$ cat config.mk
export PLATFORM = sky130hd
export DESIGN_NAME = fc_alu_sequencer
export DESIGN_NICKNAME = d
export VERILOG_FILES = /design/src/rtl/fc_alu_sequencer.sv
export SDC_FILE = /design/constraint.sdc
export NUM_CORES = 1
export LEC_CHECK = 0
export CAP_MARGIN = 20
export CORE_MARGIN = 4
export CORE_UTILIZATION = 35
export CTS_CLUSTER_DIAMETER = 150
export CTS_CLUSTER_SIZE = 40
export DETAILED_ROUTE_END_ITERATION = 8
export DONT_BUFFER_PORTS = 1
export PLACE_DENSITY_LB_ADDON = 0.2
export SLEW_MARGIN = 20
export SYNTH_ARGS = -nofsm -noshare
export SYNTH_HDL_FRONTEND = slang
export SYNTH_SLANG_ARGS = --single-unit
$ cat constraint.sdc
create_clock -name clk -period 4.2 [get_ports clk]
set_clock_uncertainty 0.05 [all_clocks]
set_input_delay 0.42 -clock clk [delete_from_list [all_inputs] [get_ports clk]]
set_output_delay 0.42 -clock clk [all_outputs]
set_load 0.1 [all_outputs]
$ cat src/rtl/fc_alu_sequencer.sv
// Load-bus sequencer for a fully-connected layer. It latches one input vector,
// then, for each neuron, fetches {bias, weights}, loads the ALU, fires one compute and streams the result.
module fc_alu_sequencer #(
  parameter int SIZE      = 16,
  parameter int PRECISION = 11,
  parameter int INPUT_SZ  = 4,
  parameter int N_OUT     = 10,
  parameter int AW        = (N_OUT > 1) ? $clog2(N_OUT) : 1
) (
  input  logic                         clk,
  input  logic                         reset,
  input  logic                         in_valid,
  output logic                         in_ready,
  input  logic [INPUT_SZ*SIZE-1:0]     in_values,
  output logic                         mem_rd,
  output logic [AW-1:0]                mem_addr,
  input  logic [(INPUT_SZ+1)*SIZE-1:0] mem_rdata,
  output logic [(INPUT_SZ+1)*SIZE-1:0] alu_values,
  output logic [1:0]                   alu_load,
  output logic                         alu_enable,
  output logic                         alu_clear,
  input  logic [SIZE-1:0]              alu_value,
  output logic                         out_valid,
  input  logic                         out_ready,
  output logic [SIZE-1:0]              out_data,
  output logic [AW-1:0]                out_index,
  output logic                         out_last,
  output logic                         busy,
  output logic [2:0]                   dbg_state
);

  if (PRECISION >= SIZE || N_OUT < 1) begin : g_param_check
    $error("fc_alu_sequencer: PRECISION must be below SIZE and N_OUT must be at least 1");
  end

  typedef enum logic [2:0] {
    S_IDLE, S_LOADV, S_FETCH, S_LOADW, S_COMPUTE, S_CAPTURE, S_OUTPUT
  } state_t;

  localparam logic [1:0] LD_VALUES = 2'd0;
  localparam logic [1:0] LD_WEIGHT = 2'd1;
  localparam logic [1:0] LD_HOLD   = 2'd2;

  // Handshakes: a transfer happens on a rising edge where valid and ready are both high.
  // out_valid holds its payload stable until accepted; in_ready is high only in IDLE.

  state_t                         r_state;
  logic [AW-1:0]                  r_n;
  logic                           r_in_ready;
  logic                           r_mem_rd;
  logic [AW-1:0]                  r_mem_addr;
  logic [(INPUT_SZ+1)*SIZE-1:0]   r_alu_vals;
  logic [1:0]                     r_alu_load;
  logic                           r_alu_enable;
  logic                           r_alu_clear;
  logic                           r_out_valid;
  logic [SIZE-1:0]                r_out_data;
  logic [AW-1:0]                  r_out_index;
  logic                           r_out_last;
  logic                           r_busy;

  // Outputs are set on entry to each state, so every control bit is a pure state decode.
  always_ff @(posedge clk or posedge reset) begin
    if (reset) begin
      r_state      <= S_IDLE;
      r_n          <= '0;
      r_in_ready   <= 1'b1;
      r_mem_rd     <= 1'b0;
      r_mem_addr   <= '0;
      r_alu_vals   <= '0;
      r_alu_load   <= LD_HOLD;
      r_alu_enable <= 1'b0;
      r_alu_clear  <= 1'b0;
      r_out_valid  <= 1'b0;
      r_out_data   <= '0;
      r_out_index  <= '0;
      r_out_last   <= 1'b0;
      r_busy       <= 1'b0;
    end else begin
      case (r_state)
        S_IDLE: begin
          if (in_valid) begin
            r_state     <= S_LOADV;
            r_n         <= '0;
            r_in_ready  <= 1'b0;
            r_busy      <= 1'b1;
            r_alu_load  <= LD_VALUES;
            r_alu_vals  <= {in_values, {SIZE{1'b0}}};
            r_alu_clear <= 1'b1;
          end
        end
        S_LOADV: begin
          r_state     <= S_FETCH;
          r_alu_clear <= 1'b0;
          r_alu_load  <= LD_HOLD;
          r_mem_rd    <= 1'b1;
          r_mem_addr  <= r_n;
        end
        S_FETCH: begin
          r_state    <= S_LOADW;
          r_mem_rd   <= 1'b0;
          r_alu_load <= LD_WEIGHT;
        end
        S_LOADW: begin
          r_state      <= S_COMPUTE;
          r_alu_load   <= LD_HOLD;
          r_alu_enable <= 1'b1;
        end
        S_COMPUTE: begin
          r_state      <= S_CAPTURE;
          r_alu_enable <= 1'b0;
        end
        S_CAPTURE: begin
          r_state     <= S_OUTPUT;
          r_out_data  <= alu_value;
          r_out_index <= r_n;
          r_out_last  <= (r_n == AW'(N_OUT - 1));
          r_out_valid <= 1'b1;
        end
        S_OUTPUT: begin
          if (out_ready) begin
            r_out_valid <= 1'b0;
            if (r_out_last) begin
              r_state    <= S_IDLE;
              r_in_ready <= 1'b1;
              r_busy     <= 1'b0;
            end else begin
              r_state    <= S_FETCH;
              r_n        <= r_n + 1'b1;
              r_mem_rd   <= 1'b1;
              r_mem_addr <= r_n + 1'b1;
            end
          end
        end
        default: begin
          r_state <= S_IDLE;
        end
      endcase
    end
  end

  // Weight words reach the ALU straight from memory; the vector word is held in a register.
  assign alu_values = (r_state == S_LOADW) ? mem_rdata : r_alu_vals;

  assign in_ready   = r_in_ready;
  assign mem_rd     = r_mem_rd;
  assign mem_addr   = r_mem_addr;
  assign alu_load   = r_alu_load;
  assign alu_enable = r_alu_enable;
  assign alu_clear  = r_alu_clear;
  assign out_valid  = r_out_valid;
  assign out_data   = r_out_data;
  assign out_index  = r_out_index;
  assign out_last   = r_out_last;
  assign busy       = r_busy;
  assign dbg_state  = r_state;

endmodule
Word-level counts from Yosys, hierarchy flattened:

Index checks and enable logic that the tools add are counted.

* word-level logic and storage cells: 71
* output and inout port bits: 116
* register bits after elaboration: 104

* $add $sub $neg: 1
* equal/unequal tests: 11
* reduce and logical (&&, ||, !) cells: 18
* muxes and demuxes: 27

Operators with widths (count)
* $mux W80: 1
* $pmux W3 S7: 1
* $pmux W4 S2: 2
* $mux W4: 3
* $pmux W1 S2: 5
* $reduce_and A2 Y1: 5
* $reduce_bool A2 Y1: 5
* $eq A3 B3 Y1 const B: 3
* $mux W1: 9
* $ne A2 B2 Y1 const B: 4
* $reduce_and A4 Y1: 2
* $eq A3 B2 Y1 const B: 2
* $mux W3: 2
* $pmux W2 S3: 1
* $reduce_and A3 Y1: 2
* $reduce_bool A3 Y1: 2
* $add A4 B1 Y4 const B: 1
* $eq A4 B4 Y1 const B: 1
* $mux W2: 2
* $eq A3 B1 Y1 const B: 1
* $logic_not A3 Y1: 1
* $pmux W1 S3: 1
* $reduce_or A2 Y1: 1

Logic depth before layout (Yosys ltp):

Gate-level depths: netlist (run 1).

* depth after elaboration: 4
* depth in mapped cells: 6
* depth with buffers taken out: 4

Worst setup path after synthesis (run 1):

No wires, ideal clock.

* path kind: reg2out
* start: register r_state[1], in the netlist dbg_state[1]
* end: output alu_values[10]
* cell stages (with the launch flop): 5
* slack: 1186 ps
* buffers on the path: 2
* arrival time: 2544 ps
* required time: 3730 ps
* cell sequence: dfrtp_1 buf_4 and2b_1 clkbuf_1 and3_1

* word-level cells in the longest chain between the ends: 2

RTL lines
* from (decl): line 47 `state_t r_state;`
* from (signal assigned): line 65 `r_state <= S_IDLE;`
* from (signal assigned): line 83 `r_state <= S_LOADV;`
* from (signal assigned): line 93 `r_state <= S_FETCH;`
* $eq A3 B2 Y1: line 143 `assign alu_values = (r_state == S_LOADW) ? mem_rdata : r_alu_vals;`
* $mux W80: line 143
* to (decl): line 18 `output logic [(INPUT_SZ+1)*SIZE-1:0] alu_values,`

Every way passes these cells.

Final worst setup path (run 1):

* start: register r_state[1], in the netlist dbg_state[1]
* end: output alu_values[79]

The elaborated chain is that of the path after synthesis.

==> results of run 1 <==
## final cells by class
class / instances / area, um2 / share of cell area (%)
Sequential cell: 104 / 2610 / 41.9
Multi-Input combinational cell: 237 / 2510 / 40.4
Timing Repair Buffer: 73 / 548 / 8.80
Tap cell: 188 / 235 / 3.78
Clock buffer: 9 / 225 / 3.62
Clock inverter: 7 / 55.1 / 0.884
Inverter: 11 / 43.8 / 0.703
## metal layers
layer / wire (um) / vias to the layer above / GRT usage, % / part of all wire, %
met1: 4980 / 1588 / 16.3 / 39
met5: 0 / - / 0 / 0
met4: 120 / 0 / 3.75 / 0.93
met3: 1260 / 9 / 6.24 / 9.8
li1: - / 1471 / - / -
met2: 6490 / 175 / 24.8 / 51
## final timing paths
check	start	endpoint	slack (ps)	cells past startpoint
max reg2reg	dbg_state[1]	r_alu_vals[59]	1630	5
min reg2reg	r_alu_vals[44]	r_alu_vals[44]	460	1
max in group asynchronous	reset	r_alu_vals[16]	3060	2
max	dbg_state[1]	alu_values[79]	1260	5
min in group clk	in_values[54]	r_alu_vals[70]	170	1
min	reset	out_valid	70	1
## cells in the mapped netlist (all sizes together), types with 2 or more instances
| cell type | count |
|---|---|
| a21oi | 7 |
| a31oi | 6 |
| and3 | 18 |
| buf | 21 |
| clkbuf | 4 |
| dfrtp | 102 |
| dfstp | 2 |
| ha | 3 |
| inv | 11 |
| mux2 | 149 |
| mux2i | 2 |
| nand2 | 9 |
| nand3 | 4 |
| nand3b | 3 |
| nand4b | 2 |
| nor2 | 3 |
| o21ai | 14 |
## through the flow
step	instance area, um2	util [%]	instances	hold slack, ps
global route	6230	41.0	629	144
floorplan	5420	-	377	423
detailed placement	5950	39.1	613	440
global placement	5950	39.1	613	438
finish	6230	41.0	629	74.1
CTS	6230	41.0	629	114
## flip-flops by register name, summed over array words and instances (netlist names)
| name | cells |
|---|---|
| alu_enable | 1 |
| r_n | 4 |
| dbg_state | 3 |
| out_data | 16 |
| alu_clear | 1 |
| out_index | 4 |
| out_last | 1 |
| alu_load | 2 |
| out_valid | 1 |
| in_ready | 1 |
| r_alu_vals | 64 |
| busy | 1 |
| mem_addr | 4 |
| mem_rd | 1 |
## worst reg2reg max path: cells and delay by family (launching register included)
family | cells | cell delay, ps
flip-flops | 1 | 360
buffers and inverters | 2 | 650
AND/OR/NAND/NOR | 2 | 1080
multiplexers | 1 | 320
## cells by family after synthesis
logic type | count (synthesis) | share of synthesized area (%)
AO/OA/AOI/OAI | 35 | 4.08
XOR/XNOR | 1 | 0.162
buffers and inverters | 36 | 5.77
AND/OR/NAND/NOR | 47 | 5.68
flip-flops | 104 | 48.0
multiplexers | 151 | 35.6
adder cells (fa/ha/maj) | 3 | 0.692
==> metrics.md, run 1 <==
| Metric | Value |
|---|---|
| Post-route DRC | 0 |
| Setup violators final | 0 |
| Antenna-violating nets left | 0 |
| Fraction of registers with async set/reset | 100% |
| Fmax | 340 MHz |
| Max-slew violation count | 0 |
| Die Width | 132 um |
| Final HPWL from detailed placement | 9.71 mm |
| Tcrit/Tclk final | 70.0% |
| Crit. End Element | primary output |
| Commonest non-fill, non-tap cell in the layout | dfrtp_1 |
| Most frequent CP cell | buf_4 |
| Max-cap violations | 0 |
| Number of global-route vias before repair | 3628 |
| Detailed-route wire length | 12.9 mm |
| DR vias | 3243 |
| Clk slew on worst S/H paths | 70 ps |
| WS Path Type | reg -> out |
| GR Util All Layers | 14.3% |
| Total negative slack | 0 ps |
| Largest net degree at the start of global routing | 73 |
| Yosys Warn Count | 0 |
| CP max FO | 36 |
| I/O pin count | 280 |
| CP cell instances | buf_4, inv_2, nor3_4, buf_4, mux2_2 |
| Post-CTS sizing | 0 |
| Mapped Cells | 377 |
| Area delta synth->final | 14.8% |
| DRT iter0 DRCs | 138 |
| Number of flops mapped to enable cells by yosys | 0 |
| CTS tree | done |
| Initial Util | 35.7% |
| Pre-antenna DRT Iters | 4 |
| Worst Max-Slew Pin Slew | 1100 ps |
| Port Buffer Count | 0 |
| Final critical-path required period | 2940 ps |
| Clock Path Buffers | 2 |
| Nets | 603 |
| Slowest CP cell | mux2_2 |
| Syn Nets | 544 |
| Die area | 17600 um2 |
| Cell taking the most area after synthesis | dfrtp_1 |
| RePlAce Congestion | 0.734 |
| Root Buffer Master | clkbuf_16 |
| Vias per inst | 5.16 |
| Seq cells post-synth | 104 |
| Top cells by area, synth | dfrtp_1 (47%), mux2_4 (17%), mux2_1 (10%), mux2_2 (7.7%), buf_12 (2.2%) |
| Syn avg cell area | 14.4 um2 |
| Die Ht | 132 um |
| Wirelength per Cell | 20.4 um |
| Slew HR | 26.8% |
| Top Family by Delay on Critical Path | buffers and inverters |
| Status | finished, final reports clean |
| Cell row count | 45 |
| CP Buf/Inv Count | 3 |
| Count of cell types in the netlist | 46 |
| Post-synthesis sequential area ratio | 48.0% |
| Cell area after synthesis | 5420 um2 |
| Final WS setup | 1260 ps |
| TritonCTS Buffers | 9 |
| Overflow left after global routing | 0 |
| RSZ-0062 raised after global routing | no |
| Main synth FF type | dfrtp_1 |
| Htree depth | 3 |
| Share of layout cells above drive strength 1 | 45.4% |
| First-pass GRT wire length | 20.3 mm |
| Worst setup SP type | register |
| # hold bufs at CTS | 0 |
| Clock latency on the worst-skew pair | 340 ps |
| CTS sink count | 104 |
| Most frequent cells in the layout | dfrtp_1 (101), buf_4 (73), mux2_4 (62), mux2_1 (50), mux2_2 (37) |
| Pre-CTS worst setup slack | 1600 ps |
| Final Hold Fails | 0 |
| Arr. time, crit path | 2470 ps |
| Initial antenna violation count | 0 |
| Class of the worst hold path | in -> async |
| Fillers | 1440 |
| Post-CTS setup buffer count | 0 |
| Critical Path Max Stage Delay | 610 ps |
| Diodes inserted | 0 |
| Total core area | 15200 um2 |
| Synth top area share | 47.1% |
| CP Data Required Time | 3730 ps |
Power of run 1 is not shown: default switching activity piles up to over one toggle a cycle in this logic, so the estimate is an artifact.
==> run 2, diff against run 1 <==
- clock period: 4.2 -> 2.75 ns (I/O delays scaled with it)
==> run 2 against run 1 <==
  * Flip-flop and latch count stayed put
  * Clock-buffer cell count is 3 higher
  * Worst hold slack got worse by 50 ps
  * Final cell count is 3.8% higher
  * Via count up 2.8%
  * Routed wire length up 5.7%
  * Utilization is 8.2 points higher
==> metrics.md, run 2 (synthesis gave the netlist of run 1 again) <==
| Metric | Value |
|---|---|
| CP cell instances | nor3_4, buf_4, mux2_1, buf_12 |
| Fmax | 386 MHz |
| Root Buffer Master | clkbuf_16 |
| Hold_ws | 24.1 ps (-50.0 ps) |
| Die area | 17600 um2 (unchanged) |
| Detailed-route wire length | 13.6 mm (+5.7%) |
| GR Util All Layers | 15.0% (+0.69 points) |
| CP Data Required Time | 2420 ps (-1310 ps) |
| FF/Latch Area | 2610 um2 (about the same) |
| Most frequent cells in the layout | dfrtp_1 (100), buf_12 (81), mux2_4 (62), mux2_1 (50), mux2_2 (37) |
| Setup violators final | 0 (unchanged) |
| Multi-input gate area | 2510 um2 (unchanged) |
| Logic depth of the worst path, buffers included | 4 (-1) |
| DR vias | 3335 (+2.8%) |
| Nets | 627 (+4.0%) |
| Final critical-path required period | 2590 ps |
| I/O pin count | 280 (unchanged) |
| RSZ-0062 raised after global routing | no |
| R2R cell count | 4 (-1) |
| Largest net degree at the start of global routing | 52 (-29%) |
| RR Endpoint | r_alu_vals[42] |
| RePlAce Congestion | 0.816 (+11%) |
| Initial antenna violation count | 0 (unchanged) |
| Total core area | 15200 um2 (unchanged) |
| Largest reg by FF count | r_alu_vals |
| Fillers | 1299 (-9.8%) |
| Slew HR | 37.9% (+11 points) |
| Class of the worst hold path | in -> reg |
| Diodes inserted | 0 (unchanged) |
| CTS sink count | 104 (unchanged) |
| Cell row count | 45 (unchanged) |
| Status | finished, final reports clean |
| Max-cap violations | 0 (unchanged) |
| Port Buffer Count | 0 (unchanged) |
| Worst setup SP type | register |
| WS Path Type | reg -> out |
| Critical Path Max Stage Delay | 600 ps (about the same) |
| Hold depth | 1 |
| Reg2Reg Setup Slack | 680 ps (-950 ps) |
| TritonCTS Buffers | 9 (unchanged) |
| Worst R2R Start | dbg_state[2] |
| Overflow left after global routing | 0 (unchanged) |
| Antenna-violating nets left | 0 (unchanged) |
| Slowest CP cell | dfrtp_1 |
| Clk slew on worst S/H paths | 70 ps (about the same) |
| Area delta synth->final | 37.7% |
| Number of global-route vias before repair | 3531 (-2.7%) |
| Wirelength per Cell | 20.8 um (+1.8%) |
| Crit. End Element | primary output |
| Tcrit/Tclk final | 94.2% |
| Final HPWL from detailed placement | 10.8 mm (+11%) |
| Initial Util | 35.7% (unchanged) |
| Pre-antenna DRT Iters | 4 (unchanged) |
| Worst setup endpoint | alu_values[63] |
| Clock Path Buffers | 2 (unchanged) |
| CP Buf/Inv Count | 2 (-1) |
| Clock latency on the worst-skew pair | 340 ps (about the same) |
| Largest register FFs | 64 (unchanged) |
| Worst Max-Slew Pin Slew | 932 ps (-167 ps) |
| Commonest non-fill, non-tap cell in the layout | dfrtp_1 |
| Htree depth | 3 (unchanged) |
| Total negative slack | 0 ps (unchanged) |
| Post-CTS setup buffer count | 0 (unchanged) |
| First-pass GRT wire length | 20.9 mm (+2.9%) |
| CP max FO | 39 (+8.3%) |
| Share of layout cells above drive strength 1 | 47.7% (+2.4 points) |
| Top Family by Delay on Critical Path | buffers and inverters |
| DRT iter0 DRCs | 127 (-8.0%) |
| Final Hold Fails | 0 (unchanged) |
| Die Width | 132 um (unchanged) |
| Max-slew violation count | 0 (unchanged) |
| Arr. time, crit path | 2270 ps (-200 ps) |
| # hold bufs at CTS | 1 (+1) |
| Final Core Density | 49.1% (+8.2 points) |
| CP startpoint | dbg_state[2] |
| Vias per inst | 5.11 (-0.94%) |
| Post-CTS sizing | 0 (unchanged) |
| Post-route DRC | 0 (unchanged) |
| Die Ht | 132 um (unchanged) |
| CTS tree | done |
## run 2: changes by cell type in the layout (fill, tap and decap cells not counted), sizes merged
| cell | delta |
|---|---|
| clkinv | -3 |
| bufinv | +2 |
| clkinvlp | +1 |
| buf | +23 |
| clkbuf | +3 |
| dlygate4sd3 | +1 |
| inv | -3 |
## run 2: per-stage QoR
step | std cells | instance area [um2] | worst slack [ps]
finish | 653 | 7470 | 159
global route | 653 | 7470 | 1.12
CTS | 653 | 7470 | 123
detailed placement | 636 | 7130 | 516
global placement | 636 | 7130 | 575
floorplan | 377 | 5430 | 86.1
## run 2: layout make-up
class                           instances  area share [%]
Clock buffer                           12            3.30
Clock inverter                          4            1.02
Sequential cell                       104            34.9
Tap cell                              188            3.15
Timing Repair Buffer                   97            23.4
Multi-Input combinational cell        237            33.6
Inverter                               11           0.603
## run 2: metal layers
metal / share of wire (%) / vias up / track usage [%]
li1: - / 1513 / -
met1: 37 / 1627 / 16.6
met2: 51 / 181 / 25.6
met3: 12 / 14 / 8.21
met4: 0.94 / 0 / 3.46
met5: 0 / - / 0
## run 2: worst min path at each step
stage | startpoint | endpoint
after floorplan | in_valid | dbg_state[0]
after global placement | reset | r_n[3]
after detailed placement | reset | r_alu_vals[21]
after CTS | in_values[52] | r_alu_vals[68]
after global routing | in_values[56] | r_alu_vals[72]
final | in_values[41] | r_alu_vals[57]
Power of run 2 is left out for the same reason.
